===== src/rtl/fft_pkg.sv =====
// Shared definitions for the radix-4 FFT datapath: TYPE strings, group count and
// the butterfly output width rule that the twiddle multiplier also relies on.
package fft_pkg;
    localparam string TYPE_FORWARD = "forvard";
    localparam string TYPE_INVERSE = "invers";

    function automatic int r4_groups(input int size_data_fi);
        return (1 << size_data_fi) / 4;
    endfunction

    function automatic int r4_out_width(input int data_width);
        return data_width + 2;
    endfunction
endpackage


===== src/rtl/fft_cplx_addsub.sv =====
// Registered complex add/subtract pair: sum = a+b and dif = a-b, one bit wider than
// the inputs so nothing can overflow. Loads only when en is high, otherwise holds.
module fft_cplx_addsub #(
    parameter int W = 16
) (
    input  logic                clk,
    input  logic                reset,
    input  logic                en,
    input  logic signed [W-1:0] a_i,
    input  logic signed [W-1:0] a_q,
    input  logic signed [W-1:0] b_i,
    input  logic signed [W-1:0] b_q,
    output logic signed [W:0]   sum_i,
    output logic signed [W:0]   sum_q,
    output logic signed [W:0]   dif_i,
    output logic signed [W:0]   dif_q
);
    logic signed [W:0] sum_i_d, sum_i_q;
    logic signed [W:0] sum_q_d, sum_q_q;
    logic signed [W:0] dif_i_d, dif_i_q;
    logic signed [W:0] dif_q_d, dif_q_q;

    always_comb begin
        sum_i_d = sum_i_q;
        sum_q_d = sum_q_q;
        dif_i_d = dif_i_q;
        dif_q_d = dif_q_q;
        if (en) begin
            sum_i_d = {a_i[W-1], a_i} + {b_i[W-1], b_i};
            sum_q_d = {a_q[W-1], a_q} + {b_q[W-1], b_q};
            dif_i_d = {a_i[W-1], a_i} - {b_i[W-1], b_i};
            dif_q_d = {a_q[W-1], a_q} - {b_q[W-1], b_q};
        end
    end

    always_ff @(posedge clk or posedge reset) begin
        if (reset) begin
            sum_i_q <= '0;
            sum_q_q <= '0;
            dif_i_q <= '0;
            dif_q_q <= '0;
        end else begin
            sum_i_q <= sum_i_d;
            sum_q_q <= sum_q_d;
            dif_i_q <= dif_i_d;
            dif_q_q <= dif_q_d;
        end
    end

    assign sum_i = sum_i_q;
    assign sum_q = sum_q_q;
    assign dif_i = dif_i_q;
    assign dif_q = dif_q_q;
endmodule


===== src/rtl/fft_r4_butterfly.sv =====
// Radix-4 DIF butterfly: gathers four serial complex samples, computes the 4-point
// DFT in two registered add/sub stages and tags each result with its group index.
module fft_r4_butterfly
    import fft_pkg::*;
#(
    parameter int    SIZE_DATA_FI  = 4,
    parameter int    DATA_FFT_SIZE = 16,
    parameter string TYPE          = TYPE_FORWARD,
    localparam int   OW            = r4_out_width(DATA_FFT_SIZE)
) (
    input  logic                            clk,
    input  logic                            reset,
    input  logic                            en,
    input  logic                            in_start,
    input  logic signed [DATA_FFT_SIZE-1:0] in_data_i,
    input  logic signed [DATA_FFT_SIZE-1:0] in_data_q,
    output logic signed [OW-1:0]            out_data0_i,
    output logic signed [OW-1:0]            out_data0_q,
    output logic signed [OW-1:0]            out_data1_i,
    output logic signed [OW-1:0]            out_data1_q,
    output logic signed [OW-1:0]            out_data2_i,
    output logic signed [OW-1:0]            out_data2_q,
    output logic signed [OW-1:0]            out_data3_i,
    output logic signed [OW-1:0]            out_data3_q,
    output logic [15:0]                     fi_deg,
    output logic                            outValid
);
    localparam int W       = DATA_FFT_SIZE;
    localparam int GROUPS  = r4_groups(SIZE_DATA_FI);
    localparam int KW      = SIZE_DATA_FI - 2;
    localparam bit INVERSE = (TYPE == TYPE_INVERSE);

    logic signed [W-1:0] re_d [4], re_q [4];
    logic signed [W-1:0] im_d [4], im_q [4];
    logic [1:0]    sc_d, sc_q, slot;
    logic [KW-1:0] k_d, k_q;
    logic          grp_valid_d, grp_valid_q;
    logic [KW-1:0] grp_k_d, grp_k_q;
    logic          s1_valid_d, s1_valid_q;
    logic [KW-1:0] s1_k_d, s1_k_q;
    logic          out_valid_d, out_valid_q;
    logic [15:0]   fi_deg_d, fi_deg_q;

    // in_start always lands in slot a and restarts the group index, dropping any partial group
    always_comb begin
        re_d        = re_q;
        im_d        = im_q;
        sc_d        = sc_q;
        k_d         = k_q;
        slot        = sc_q;
        grp_valid_d = 1'b0;
        grp_k_d     = grp_k_q;
        s1_valid_d  = grp_valid_q;
        s1_k_d      = grp_valid_q ? grp_k_q : s1_k_q;
        out_valid_d = s1_valid_q;
        fi_deg_d    = s1_valid_q ? 16'(s1_k_q) : fi_deg_q;
        if (en) begin
            slot       = in_start ? 2'd0 : sc_q;
            re_d[slot] = in_data_i;
            im_d[slot] = in_data_q;
            sc_d       = slot + 2'd1;
            if (in_start) begin
                k_d = '0;
            end else if (sc_q == 2'd3) begin
                grp_valid_d = 1'b1;
                grp_k_d     = k_q;
                k_d         = (k_q == KW'(GROUPS - 1)) ? '0 : k_q + KW'(1);
            end
        end
    end

    always_ff @(posedge clk or posedge reset) begin
        if (reset) begin
            re_q        <= '{default: '0};
            im_q        <= '{default: '0};
            sc_q        <= '0;
            k_q         <= '0;
            grp_valid_q <= 1'b0;
            grp_k_q     <= '0;
            s1_valid_q  <= 1'b0;
            s1_k_q      <= '0;
            out_valid_q <= 1'b0;
            fi_deg_q    <= '0;
        end else begin
            re_q        <= re_d;
            im_q        <= im_d;
            sc_q        <= sc_d;
            k_q         <= k_d;
            grp_valid_q <= grp_valid_d;
            grp_k_q     <= grp_k_d;
            s1_valid_q  <= s1_valid_d;
            s1_k_q      <= s1_k_d;
            out_valid_q <= out_valid_d;
            fi_deg_q    <= fi_deg_d;
        end
    end

    logic signed [W:0] p_i, p_q, m_i, m_q, s_i, s_q, t_i, t_q, neg_t_i;

    fft_cplx_addsub #(.W(W)) u_s1_ac (
        .clk(clk), .reset(reset), .en(grp_valid_q),
        .a_i(re_q[0]), .a_q(im_q[0]), .b_i(re_q[2]), .b_q(im_q[2]),
        .sum_i(p_i), .sum_q(p_q), .dif_i(m_i), .dif_q(m_q)
    );

    fft_cplx_addsub #(.W(W)) u_s1_bd (
        .clk(clk), .reset(reset), .en(grp_valid_q),
        .a_i(re_q[1]), .a_q(im_q[1]), .b_i(re_q[3]), .b_q(im_q[3]),
        .sum_i(s_i), .sum_q(s_q), .dif_i(t_i), .dif_q(t_q)
    );

    // -j*t = (t_q, -t_i); t never reaches the most negative W+1 value, so the negation is exact
    assign neg_t_i = -t_i;

    logic signed [OW-1:0] x1f_i, x1f_q, x3f_i, x3f_q;

    fft_cplx_addsub #(.W(W + 1)) u_s2_ps (
        .clk(clk), .reset(reset), .en(s1_valid_q),
        .a_i(p_i), .a_q(p_q), .b_i(s_i), .b_q(s_q),
        .sum_i(out_data0_i), .sum_q(out_data0_q), .dif_i(out_data2_i), .dif_q(out_data2_q)
    );

    fft_cplx_addsub #(.W(W + 1)) u_s2_mt (
        .clk(clk), .reset(reset), .en(s1_valid_q),
        .a_i(m_i), .a_q(m_q), .b_i(t_q), .b_q(neg_t_i),
        .sum_i(x1f_i), .sum_q(x1f_q), .dif_i(x3f_i), .dif_q(x3f_q)
    );

    assign out_data1_i = INVERSE ? x3f_i : x1f_i;
    assign out_data1_q = INVERSE ? x3f_q : x1f_q;
    assign out_data3_i = INVERSE ? x1f_i : x3f_i;
    assign out_data3_q = INVERSE ? x1f_q : x3f_q;
    assign fi_deg      = fi_deg_q;
    assign outValid    = out_valid_q;
endmodule


===== config.mk =====
export PLATFORM = sky130hd
export DESIGN_NAME = fft_r4_butterfly
export DESIGN_NICKNAME = d
export VERILOG_FILES = /design/src/rtl/fft_pkg.sv /design/src/rtl/fft_cplx_addsub.sv /design/src/rtl/fft_r4_butterfly.sv
export SDC_FILE = /design/constraint.sdc
export NUM_CORES = 1
export LEC_CHECK = 0
export CORE_ASPECT_RATIO = 1.75
export CORE_MARGIN = 1.5
export CORE_UTILIZATION = 60
export CTS_CLUSTER_DIAMETER = 80
export DETAILED_ROUTE_END_ITERATION = 10
export PLACE_DENSITY = 0.82
export SETUP_SLACK_MARGIN = 0.2
export SLEW_MARGIN = 20
export SYNTH_ARGS = -nofsm -noshare
export SYNTH_HDL_FRONTEND = slang
export SYNTH_SLANG_ARGS = --single-unit

===== constraint.sdc =====
create_clock -name clk -period 31.3 [get_ports clk]
set_clock_uncertainty 0.2 [all_clocks]
set_input_delay 9.39 -clock clk [delete_from_list [all_inputs] [get_ports clk]]
set_output_delay 9.39 -clock clk [all_outputs]
set_load 0.03 [all_outputs]

[Yosys cells after proc, flatten, opt, wreduce, memory -nomap -nowiden]
Index checks and enable logic that the tools add are counted.
Cells by class
  add/subtract/negate cells: 19
  order comparisons: 2
  equal/unequal tests: 2
  mux-type cells: 11
  bitwise operators: 2
  reductions and logical operators: 4
Operator list (count)
  64-bit bitwise mux: 2
  17-bit by 17-bit adder with 18-bit output: 4
  17-bit by 17-bit subtractor with 18-bit output: 4
  16-bit by 16-bit adder with 17-bit output: 4
  16-bit by 16-bit subtractor with 17-bit output: 4
  16-bit demux with 2-bit select: 1
  17-bit negation: 1
  16-bit 2-to-1 mux: 1
  2-bit 2-to-1 mux: 4
  2-bit by 1-bit adder with 2-bit output (second input constant): 2
  2-bit equality test (second input constant): 2
  3-bit greater-or-equal comparator (second input constant): 1
  3-bit by 1-bit < comparator with 1-bit output (second input constant): 1
  1-bit 2-to-1 mux: 3
  2-bit inverter with 3-bit output: 1
  3-bit AND reduction: 1
  2-bit AND reduction: 1
  2-bit nonzero test: 1
  1-bit logical AND: 1
  1-bit inverter: 1
Storage, ports and cells
  register bits after elaboration: 421
  bits of input ports: 36
  output and inout port bits: 161
  logic and storage cells: 72

[Logic depth before layout (Yosys ltp)]
Gate-level depths: netlist of run 1.
  word-level depth: 7
  depth in mapped cells: 16
  gate-level depth less buffers: 15

[Modules after synthesis]
From an unflattened synthesis of run 1, not the netlist that was laid out.
Unflattened totals
  cells, all modules: 3174
  area, all modules: 29544.6 um^2
By module, submodules not included
  fft_cplx_addsub at u_s2_ps: times used 1, cells an instance 752, area an instance 6342.3 um^2, seq. area each 1751.7 um^2
  fft_cplx_addsub at u_s2_mt: times used 1, cells an instance 727, area an instance 6236.0 um^2, seq. area each 1751.7 um^2
  fft_cplx_addsub at u_s1_ac: times used 1, cells an instance 676, area an instance 5730.5 um^2, seq. area each 1651.6 um^2
  fft_r4_butterfly: times used 1, cells an instance 373, area an instance 5652.9 um^2, seq. area each 3528.4 um^2
  fft_cplx_addsub at u_s1_bd: times used 1, cells an instance 646, area an instance 5582.9 um^2, seq. area each 1651.6 um^2

[Worst setup path before layout of run 1]
OpenSTA, ideal clock, no wires.
  path kind: in2reg
  start point: input port in_start
  end point: register im_q[16] in the netlist's numbering
  library setup time: 125 ps
  arrival time: 10725 ps
  data required time: 30975 ps
  setup slack: 20250 ps
  cell stages on the path: 6
  path buffers: 1
  cell sequence: nor2b_1 > inv_1 > ha_1 > nand2_1 > buf_1 > mux2_2
Between the ends
  longest elaborated chain between the ends: 7
  elaborated cells on any way between the ends: 8
  classes of those cells: 2 x order compare; 4 x mux; 1 x bitwise; 1 x reduce/logical
RTL lines
  start: declaration: RTL line fft_r4_butterfly.sv:14  | input logic in_start,
  2-bit 2-to-1 mux *: RTL line fft_r4_butterfly.sv:58  | slot = in_start ? 2'd0 : sc_q;
  2-bit inverter with 3-bit output (implied by the code) *: RTL line fft_r4_butterfly.sv:60  | im_d[slot] = in_data_q;
  3-bit greater-or-equal comparator (implied by the code) / 3-bit by 1-bit < comparator with 1-bit output (equally long branches): RTL line fft_r4_butterfly.sv:60
  1-bit logical AND (implied by the code): RTL line fft_r4_butterfly.sv:60
  16-bit 2-to-1 mux (implied by the code): RTL line fft_r4_butterfly.sv:60
  16-bit demux with 2-bit select *: RTL line fft_r4_butterfly.sv:60
  64-bit bitwise mux *: RTL line fft_r4_butterfly.sv:60
  end signal: assignment: RTL line fft_r4_butterfly.sv:86  | im_q <= im_d;
  end: declaration: RTL line fft_r4_butterfly.sv:34  | logic signed [W-1:0] im_d [4], im_q [4];
Mark *: on every way between the ends. The rest lies on a longest branch, timed or not.
A chain may end at the register's enable or synchronous reset.

==> results of run 1 <==
==> worst min path at each step <==
| stage | from | end | depth (start not counted) |
|---|---|---|---|
| after floorplan | grp_valid_q | out_valid_d | 0 |
| final | u_s2_mt.dif_i[3] | u_s2_mt.dif_i[3] | 1 |
| after CTS | u_s2_mt.dif_i[3] | u_s2_mt.dif_i[3] | 1 |
| after global placement | u_s2_ps.dif_i[6] | u_s2_ps.dif_i[6] | 1 |
| after detailed placement | u_s2_mt.dif_i[3] | u_s2_mt.dif_i[3] | 1 |
| after global routing | u_s2_ps.sum_i[1] | u_s2_ps.sum_i[1] | 2 |
==> state kept, by name (all words and copies together), names as in the netlist, 18 cells and up <==
name and flops:
im_q 64, re_q 64, u_s2_ps.dif_q 18, u_s2_mt.sum_q 18, u_s2_mt.dif_i 18, u_s2_ps.dif_i 18
==> placed cells by master, fill, tap and decap left out, types with 43 or more instances in the layout <==
cell,n
a21o_1,46
a21oi_1,278
clkdlybuf4s50_1,182
dfrtp_1,411
ha_1,275
inv_1,263
mux2_2,186
nand2_1,158
nand2b_1,49
nand3_1,47
nor2_1,293
nor2b_1,43
nor3_1,72
o21ai_0,122
o21bai_1,48
xnor2_1,138
==> cell families (layout without fill, tap and decap cells) <==
kind of cell | Yosys count | after routing | share of synthesized area
simple gates | 795 | 795 | 0.132
fa+ha+maj | 291 | 291 | 0.132
compound gates | 813 | 813 | 0.186
other cells | 1 | 14 | 0.000131
flops | 413 | 413 | 0.362
buf+inv | 433 | 530 | 0.0603
xor+xnor | 164 | 164 | 0.0503
mux | 198 | 198 | 0.0775
==> stage by stage <==
step | hold slack (ps) | util | worst slack [ps] | cell area, sq um
floorplan | 152 | - | 10220 | 28600
global placement | 264 | 0.652 | 18750 | 30600
detailed placement | 268 | 0.652 | 18660 | 30600
CTS | 283 | 0.682 | 19260 | 32000
global route | 307 | 0.682 | 18940 | 32000
finish | 281 | 0.682 | 19430 | 32000
==> worst register-to-register path: stages (launching register included) <==
cell and delay [ps]:
dfrtp_1 790, nor3_1 210, nor3b_1 200, xnor2_1 660, ha_1 390, or2_2 320
a211o_1 270, a211o_1 320, a311oi_1 500, o21bai_1 150, mux2i_1 180, o311ai_1 110
==> area by class of cell <==
cell class / count / area, sq um
Clock buffer: 50 / 1110
Clock inverter: 18 / 269
Timing Repair Buffer: 196 / 1940
Tap cell: 588 / 736
Sequential cell: 413 / 10300
Fill cell: 3735 / 14900
Inverter: 266 / 1010
Multi-Input combinational cell: 2275 / 16600
==> routing by layer <==
metal  wire [um]  track usage  vias up  share of wire
met1       32800        0.411    11409           0.41
met3        4440       0.0412      161          0.056
met4        3510        0.136        0          0.044
li1            -            -    11043              -
met2       38400        0.552      800           0.48
met5           0            0        -              0
==> metrics.yaml, run 1 <==
cells_and_area:
  fin_nets: 3518
  fin_cells: 3806
  drive_gt1_frac: 0.0951
  insertedDiodeCount: 0
  area_growth_pct: 11.9
synthesis:
  ys_ff_latch: 413
  ys_warn_count: 0
  synth.area.top_cells: "dfrtp_1 (36%), ha_1 (12%), mux2_2 (7.3%)"
  netlist_area_sq_um: 28600
  ys_async_sr_fraction: 1.00
  synthFlopType: "dfrtp_1"
  yosys.area.top_type_share: 0.362
  avgSynthCellArea_sq_um: 9.20
  seq_area_frac_synth: 0.362
  netlist_instances: 3108
  yosysMostFrequentCell: "dfrtp_1"
  synth_top_cell_by_area: "dfrtp_1"
  synth-edff-count: 0
  ys_types: 90
  synth_commonest_cells: "dfrtp_1 (413), nor2_1 (293), a21oi_1 (278), ha_1 (275), inv_1 (265)"
cts:
  cts_hold_buf: 0
  cts_resized: 0
  clockBufferDepth: 3
  numClockSinks: 413
  clk_latency_ps: 560
  post_cts_buffers: 0
  cts.htree.levels: 2
  cts_tree: "yes"
  cts_root_buf: "clkbuf_16"
  cts_buffers: 39
  clk_pin_slew_ps: 70
detailed_routing:
  wl_um: 79100
  postRouteAntennaNets: 0
  post_drt_wl_per_cell_um: 20.8
  post_drt_via_cell_ratio: 6.15
  drcViolationCount: 0
  drt_iter0_markers: 1889
  vias: 23413
  dr.pass1.iters: 6
critical_path:
  crit_path_max_incr_delay_ps: 870
  cp-end-kind: "async pin"
  cp_num_buf_inv: 4
  cp_max_fo: 124
  worstPathRequired_ps: 31670
  startpoint_type: "input pin"
  r2r_slack_ps: 26860
  cp.arrival_ps: 12240
  critical_path_class: "in -> async"
  worstSetupStartpoint: "reset"
  crit_chain: "clkdlybuf4s50_1, inv_8, buf_4, buf_4"
  crit_top_cell: "buf_4"
  endpoint: "u_s2_mt.sum_q[12]"
  critical-path-top-delay-family: "buffers and inverters"
  reg2reg_from: "u_s1_bd.dif_i[0]"
  rr_worst_depth: 11
  cp_slowest_cell: "buf_4"
  cp_num_cells: 4
  timing.rr.end: "u_s2_mt.dif_q[14]"
placement:
  io_buffer_count: 182
  gp_congestion: 0.953
  dp_hpwl_um: 61600
  placedCellCount: 3738
sta:
  maxSlewViolCount: 0
  setup_tns_ps: 0
  fin_crit_ps: 11870
  rsz0062_at_grt: "false"
  finalHoldViolCount: 0
  setup_viol: 0
  max_freq_mhz: 84.2
  maxSlewHeadroom: 0.355
  worst_pin_slew_ps: 960
  fin_crit_sh: 0.379
grt:
  antenna_found_initial: 1
  first_global_vias: 23065
  grt_max_degree: 156
  grt_first_pass_wirelength_um: 125000
  grt-ovfl-total: 0
  track_usage: 0.323
die:
  initial_utilization: 0.609
  die_w_um: 168
  coreArea_sq_um: 46900
  die_area_sq_um: 49000
  die_y_um: 292
  rows: 105
  ios: 197
min_path:
  worstHoldPathType: "reg -> reg"
flow_run:
  cap_violations: 0
status:
  status: "finished, final reports clean"
Power of run 1 is left out: the tool's default activity adds up to more than one toggle a clock period on the data nets, which glitch-free logic cannot reach.
==> run 2, diff against run 1 <==
Settings changed: CORE_UTILIZATION 60 to 55, PLACE_DENSITY 0.82 to 0.79.
Clock period 31.3 ns to 10.4 ns, I/O delays scaled along.
==> run 2 against run 1 <==
Against the previous run: utilization is 5.7 points lower; largest cell class unchanged; sequential share of layout area down 0.11 points; count of clock-buffer cells in the layout unchanged; critical path type is now reg -> out; final cell count rose by 2.2%.
==> metrics.yaml, run 2 (synthesis gave the netlist of run 1 again) <==
critical_path:
  cp.arrival_ps: 1740
  crit_chain: "clkdlybuf4s50_1"
  cp_num_buf_inv: 1
  cp_max_fo: 2
  startpoint_type: "flip-flop"
  critical_path_class: "reg -> out"
  cp-end-kind: "output port"
  crit_path_max_incr_delay_ps: 710
  rr_worst_depth: 12
  critical-path-top-delay-family: "buffers and inverters"
  endpoint: "out_data0_q[17]"
  reg2reg_from: "u_s1_bd.dif_i[0]"
  cp_slowest_cell: "clkdlybuf4s50_1"
  timing.rr.end: "u_s2_mt.dif_q[17]"
  cp_num_cells: 1
  worstPathRequired_ps: 7080
  worstSetupStartpoint: "u_s2_ps.sum_q[17]"
  r2r_slack_ps: 6040
cells_and_area:
  multi_input_area_sq_um: 16600
  seqCellArea_sq_um: 10300
  insertedDiodeCount: 0
  final_common_cell: "dfrtp_1"
  fin_util: 0.625
  fin_nets: 3518
  area_growth_pct: 12.3
  largestRegisters: "im_q x64, re_q x64"
  fillers: 4308
  drive_gt1_frac: 0.0938
  final_cell_mix: "dfrtp_1 (411), nor2_1 (293), a21oi_1 (278)"
cts:
  numClockSinks: 413
  clk_pin_slew_ps: 70
  clockBufferDepth: 3
  cts_root_buf: "clkbuf_16"
  cts.htree.levels: 2
  cts_hold_buf: 0
  cts_tree: "yes"
  post_cts_buffers: 0
  clk_latency_ps: 560
  cts_resized: 0
  cts_buffers: 39
grt:
  first_global_vias: 22692
  antenna_found_initial: 1
  grt_max_degree: 177
  track_usage: 0.292
  grt_first_pass_wirelength_um: 124000
  grt-ovfl-total: 0
detailed_routing:
  vias: 23368
  postRouteAntennaNets: 0
  wl_um: 79000
  drcViolationCount: 0
  drt_iter0_markers: 1949
  dr.pass1.iters: 5
  post_drt_wl_per_cell_um: 20.3
  post_drt_via_cell_ratio: 6.01
die:
  die_w_um: 175
  die_area_sq_um: 53400
  coreArea_sq_um: 51300
  die_y_um: 305
  ios: 197
  initial_utilization: 0.557
  rows: 110
sta:
  maxSlewViolCount: 0
  finalHoldViolCount: 0
  max_freq_mhz: 198
  setup_viol: 0
  fin_crit_ps: 5060
  maxSlewHeadroom: 0.321
  setup_tns_ps: 0
  rsz0062_at_grt: "false"
  worst_pin_slew_ps: 1020
  fin_crit_sh: 0.486
min_path:
  worstHoldPathType: "reg -> reg"
placement:
  dp_hpwl_um: 61200
  gp_congestion: 0.946
  io_buffer_count: 182
flow_run:
  cap_violations: 0
status:
  status: "finished, final reports clean"
run 2: routing by layer:
layer | wire length, um | up-vias | global-route usage | share of wire
met4 | 3100 | 0 | 0.110 | 0.039
li1 | - | 11033 | - | -
met5 | 0 | - | 0 | 0
met2 | 38700 | 769 | 0.507 | 0.49
met3 | 4170 | 132 | 0.0308 | 0.053
met1 | 33000 | 11434 | 0.373 | 0.42
run 2: cell type report:
class                   instances  area share
inverters                     266      0.0312
multi-input cells            2275       0.516
flip-flops and latches        413       0.322
well taps                     672      0.0262
repair buffers                196      0.0608
clock buffers                  50      0.0330
clock inverters                18      0.0101
run 2: stage by stage:
stage	cell area (sq um)	hold WS, ps	cells	setup WS, ps
after floorplan	28600	152	3121	1510
after global placement	30700	267	3822	5010
after detailed placement	30700	269	3822	4870
after CTS	32100	283	3890	5330
after global routing	32100	300	3890	5310
final	32100	281	3890	5340
run 2: worst min-delay path by stage:
| stage | from | to | cells past startpoint |
|---|---|---|---|
| 2_1_floorplan | grp_valid_q | out_valid_d | 0 |
| 3_3_place_gp | u_s2_ps.dif_i[6] | u_s2_ps.dif_i[6] | 1 |
| 3_5_place_dp | u_s2_ps.dif_i[6] | u_s2_ps.dif_i[6] | 1 |
| 4_1_cts | u_s2_ps.dif_i[6] | u_s2_ps.dif_i[6] | 1 |
| 5_1_grt | u_s2_ps.dif_i[6] | u_s2_ps.dif_i[6] | 1 |
| 6_report | u_s2_mt.dif_i[10] | u_s2_mt.dif_i[10] | 1 |
run 2: worst reg2reg max path, stage by stage, from the launching register on:
cell	delay [ps]
dfrtp_1	780
inv_1	170
ha_1	280
nand2_1	140
nor3_1	80
xnor2_1	300
ha_1	420
or4_1	550
nor3_1	270
a21oi_1	160
o31a_1	300
o41ai_1	450
a2bb2oi_1	120
Power of run 2 is left out for the same reason.
==> run 3, diff against run 2 <==
Settings changed: CORE_UTILIZATION 55 to 60, PLACE_DENSITY 0.79 to 0.82.
Clock period 10.4 ns to 4.75 ns, I/O delays scaled along.
==> run 3 against run 2 <==
Against the previous run: count of clock-buffer cells in the layout is the same; critical path depth rose by 11; setup slack worse by 4500 ps; die area decreased by 8.2%; final area fell by 0.23%; final cell count fell by 1.8%; global-route usage rose by 3.1 points; flip-flop and latch count is the same; utilization grew 5.8 points; largest cell class unchanged.
==> metrics.yaml, run 3 (synthesis gave the netlist of run 1 again) <==
cts:
  clk_pin_slew_ps: 60
  cts_hold_buf: 0
  clk_latency_ps: 560
  cts_root_buf: "clkbuf_16"
  post_cts_buffers: 0
  cts_resized: 0
  cts_tree: "yes"
  numClockSinks: 413
  cts_buffers: 38
  cts.htree.levels: 2
  clockBufferDepth: 3
placement:
  gp_congestion: 0.972
  placedCellCount: 3749
  placed_area_sq_um: 30700
  dp_hpwl_um: 61900
  io_buffer_count: 182
critical_path:
  r2r_slack_ps: 830
  timing.rr.end: "u_s2_mt.dif_q[17]"
  worstPathRequired_ps: 4970
  startpoint_type: "flip-flop"
  cp_max_fo: 8
  reg2reg_from: "u_s1_bd.dif_i[0]"
  cp.arrival_ps: 4140
  rr_worst_depth: 12
  cp-end-kind: "flip-flop"
  critical_path_class: "reg -> reg"
detailed_routing:
  post_drt_via_cell_ratio: 6.17
  post_drt_wl_per_cell_um: 20.8
  drcViolationCount: 0
  wl_um: 79600
  dr.pass1.iters: 5
  vias: 23554
  drt_iter0_markers: 1779
  postRouteAntennaNets: 0
cells_and_area:
  fin_cells: 3819
  area_growth_pct: 12.0
  final_area_sq_um: 32000
  largestRegisters: "im_q x64, re_q x64"
  fillers: 3668
  fin_nets: 3528
  final_cell_mix: "dfrtp_1 (411), nor2_1 (293), a21oi_1 (278)"
  final_common_cell: "dfrtp_1"
  drive_gt1_frac: 0.0991
  fin_util: 0.683
grt:
  track_usage: 0.323
  grt_max_degree: 195
  grt_first_pass_wirelength_um: 125000
  first_global_vias: 23026
  grt-ovfl-total: 0
  grt_util_met3: 0.0397
  grt-busiest-layer: "met2"
  antenna_found_initial: 2
  gr-usage-met2: 0.565
  grt_use_met1: 0.401
min_path:
  min_to: "u_s2_mt.dif_i[4]"
  hold_depth: 1
  worstHoldPathType: "reg -> reg"
  hold_start: "u_s2_mt.dif_i[4]"
sta:
  maxSlewHeadroom: 0.254
  maxSlewViolCount: 0
  setup_viol: 0
  fin_crit_sh: 0.825
  fin_crit_ps: 3920
  finalHoldViolCount: 0
  worst_pin_slew_ps: 1110
  max_freq_mhz: 255
  whs_ps: 285
  rsz0062_at_grt: "false"
die:
  ios: 197
  coreArea_sq_um: 46900
  initial_utilization: 0.609
  rows: 105
  die_area_sq_um: 49000
  die_y_um: 292
  die_w_um: 168
status:
  status: "finished, final reports clean"
flow_run:
  cap_violations: 0
run 3: cell count changes in the layout (fill, tap and decap cells not counted):
| cell | change |
|---|---|
| inv_6 | -1 |
| clkinv_8 | -1 |
| clkbuf_8 | +7 |
| clkinv_4 | -3 |
| clkbuf_1 | -6 |
| buf_4 | +6 |
| buf_12 | +5 |
| clkbuf_16 | -1 |
| diode_2 | +1 |
| clkinvlp_4 | +2 |
| bufinv_16 | -6 |
| clkinv_2 | +10 |
run 3: routing by layer:
| layer | part of all wire | wire [um] | up-vias |
|---|---|---|---|
| met5 | 0.00016 | 13 | - |
| met3 | 0.052 | 4170 | 158 |
| met1 | 0.41 | 32600 | 11531 |
| met2 | 0.49 | 39100 | 820 |
| li1 | - | - | 11043 |
| met4 | 0.047 | 3710 | 2 |
run 3: stage by stage:
stage	setup slack (ps)	TNS [ps]
global route	595	0
CTS	836	0
global placement	936	0
detailed placement	856	0
finish	830	0
floorplan	-2440	-1008790
run 3: worst max path at each step:
stage / from / end / slack [ps] / depth (start not counted)
finish: u_s1_bd.dif_i[0] / u_s2_mt.dif_q[17] / 830 / 12
global placement: u_s1_bd.dif_i[2] / u_s2_mt.dif_q[17] / 940 / 13
global route: u_s1_bd.dif_i[2] / u_s2_mt.dif_q[17] / 600 / 13
floorplan: reset / fi_deg[0] / -2440 / 1
CTS: u_s1_bd.dif_i[0] / u_s2_mt.dif_q[17] / 840 / 12
detailed placement: u_s1_bd.dif_i[2] / u_s2_mt.dif_q[17] / 860 / 13
run 3: layout make-up:
type                       count  area [sq um]  area share
inverter                     266          1000      0.0313
clock inverter                19           158     0.00492
clock buffer                  50          1110      0.0346
tap                          588           736      0.0230
antenna                        1          2.50   0.0000782
sequential                   413         10300       0.323
timing repair buffer         207          2100      0.0655
multi-input combinational   2275         16600       0.518
run 3: worst max-delay path, cell delays in order (launching register included):
cell	delay (ps)
dfrtp_1	660
inv_1	140
ha_1	270
nand2_1	150
nor3_1	70
xnor2_1	240
ha_1	370
or4_1	550
nor3_1	310
a21oi_1	160
o31a_1	290
o41ai_1	260
a2bb2oi_1	110
Power of run 3 is left out for the same reason.
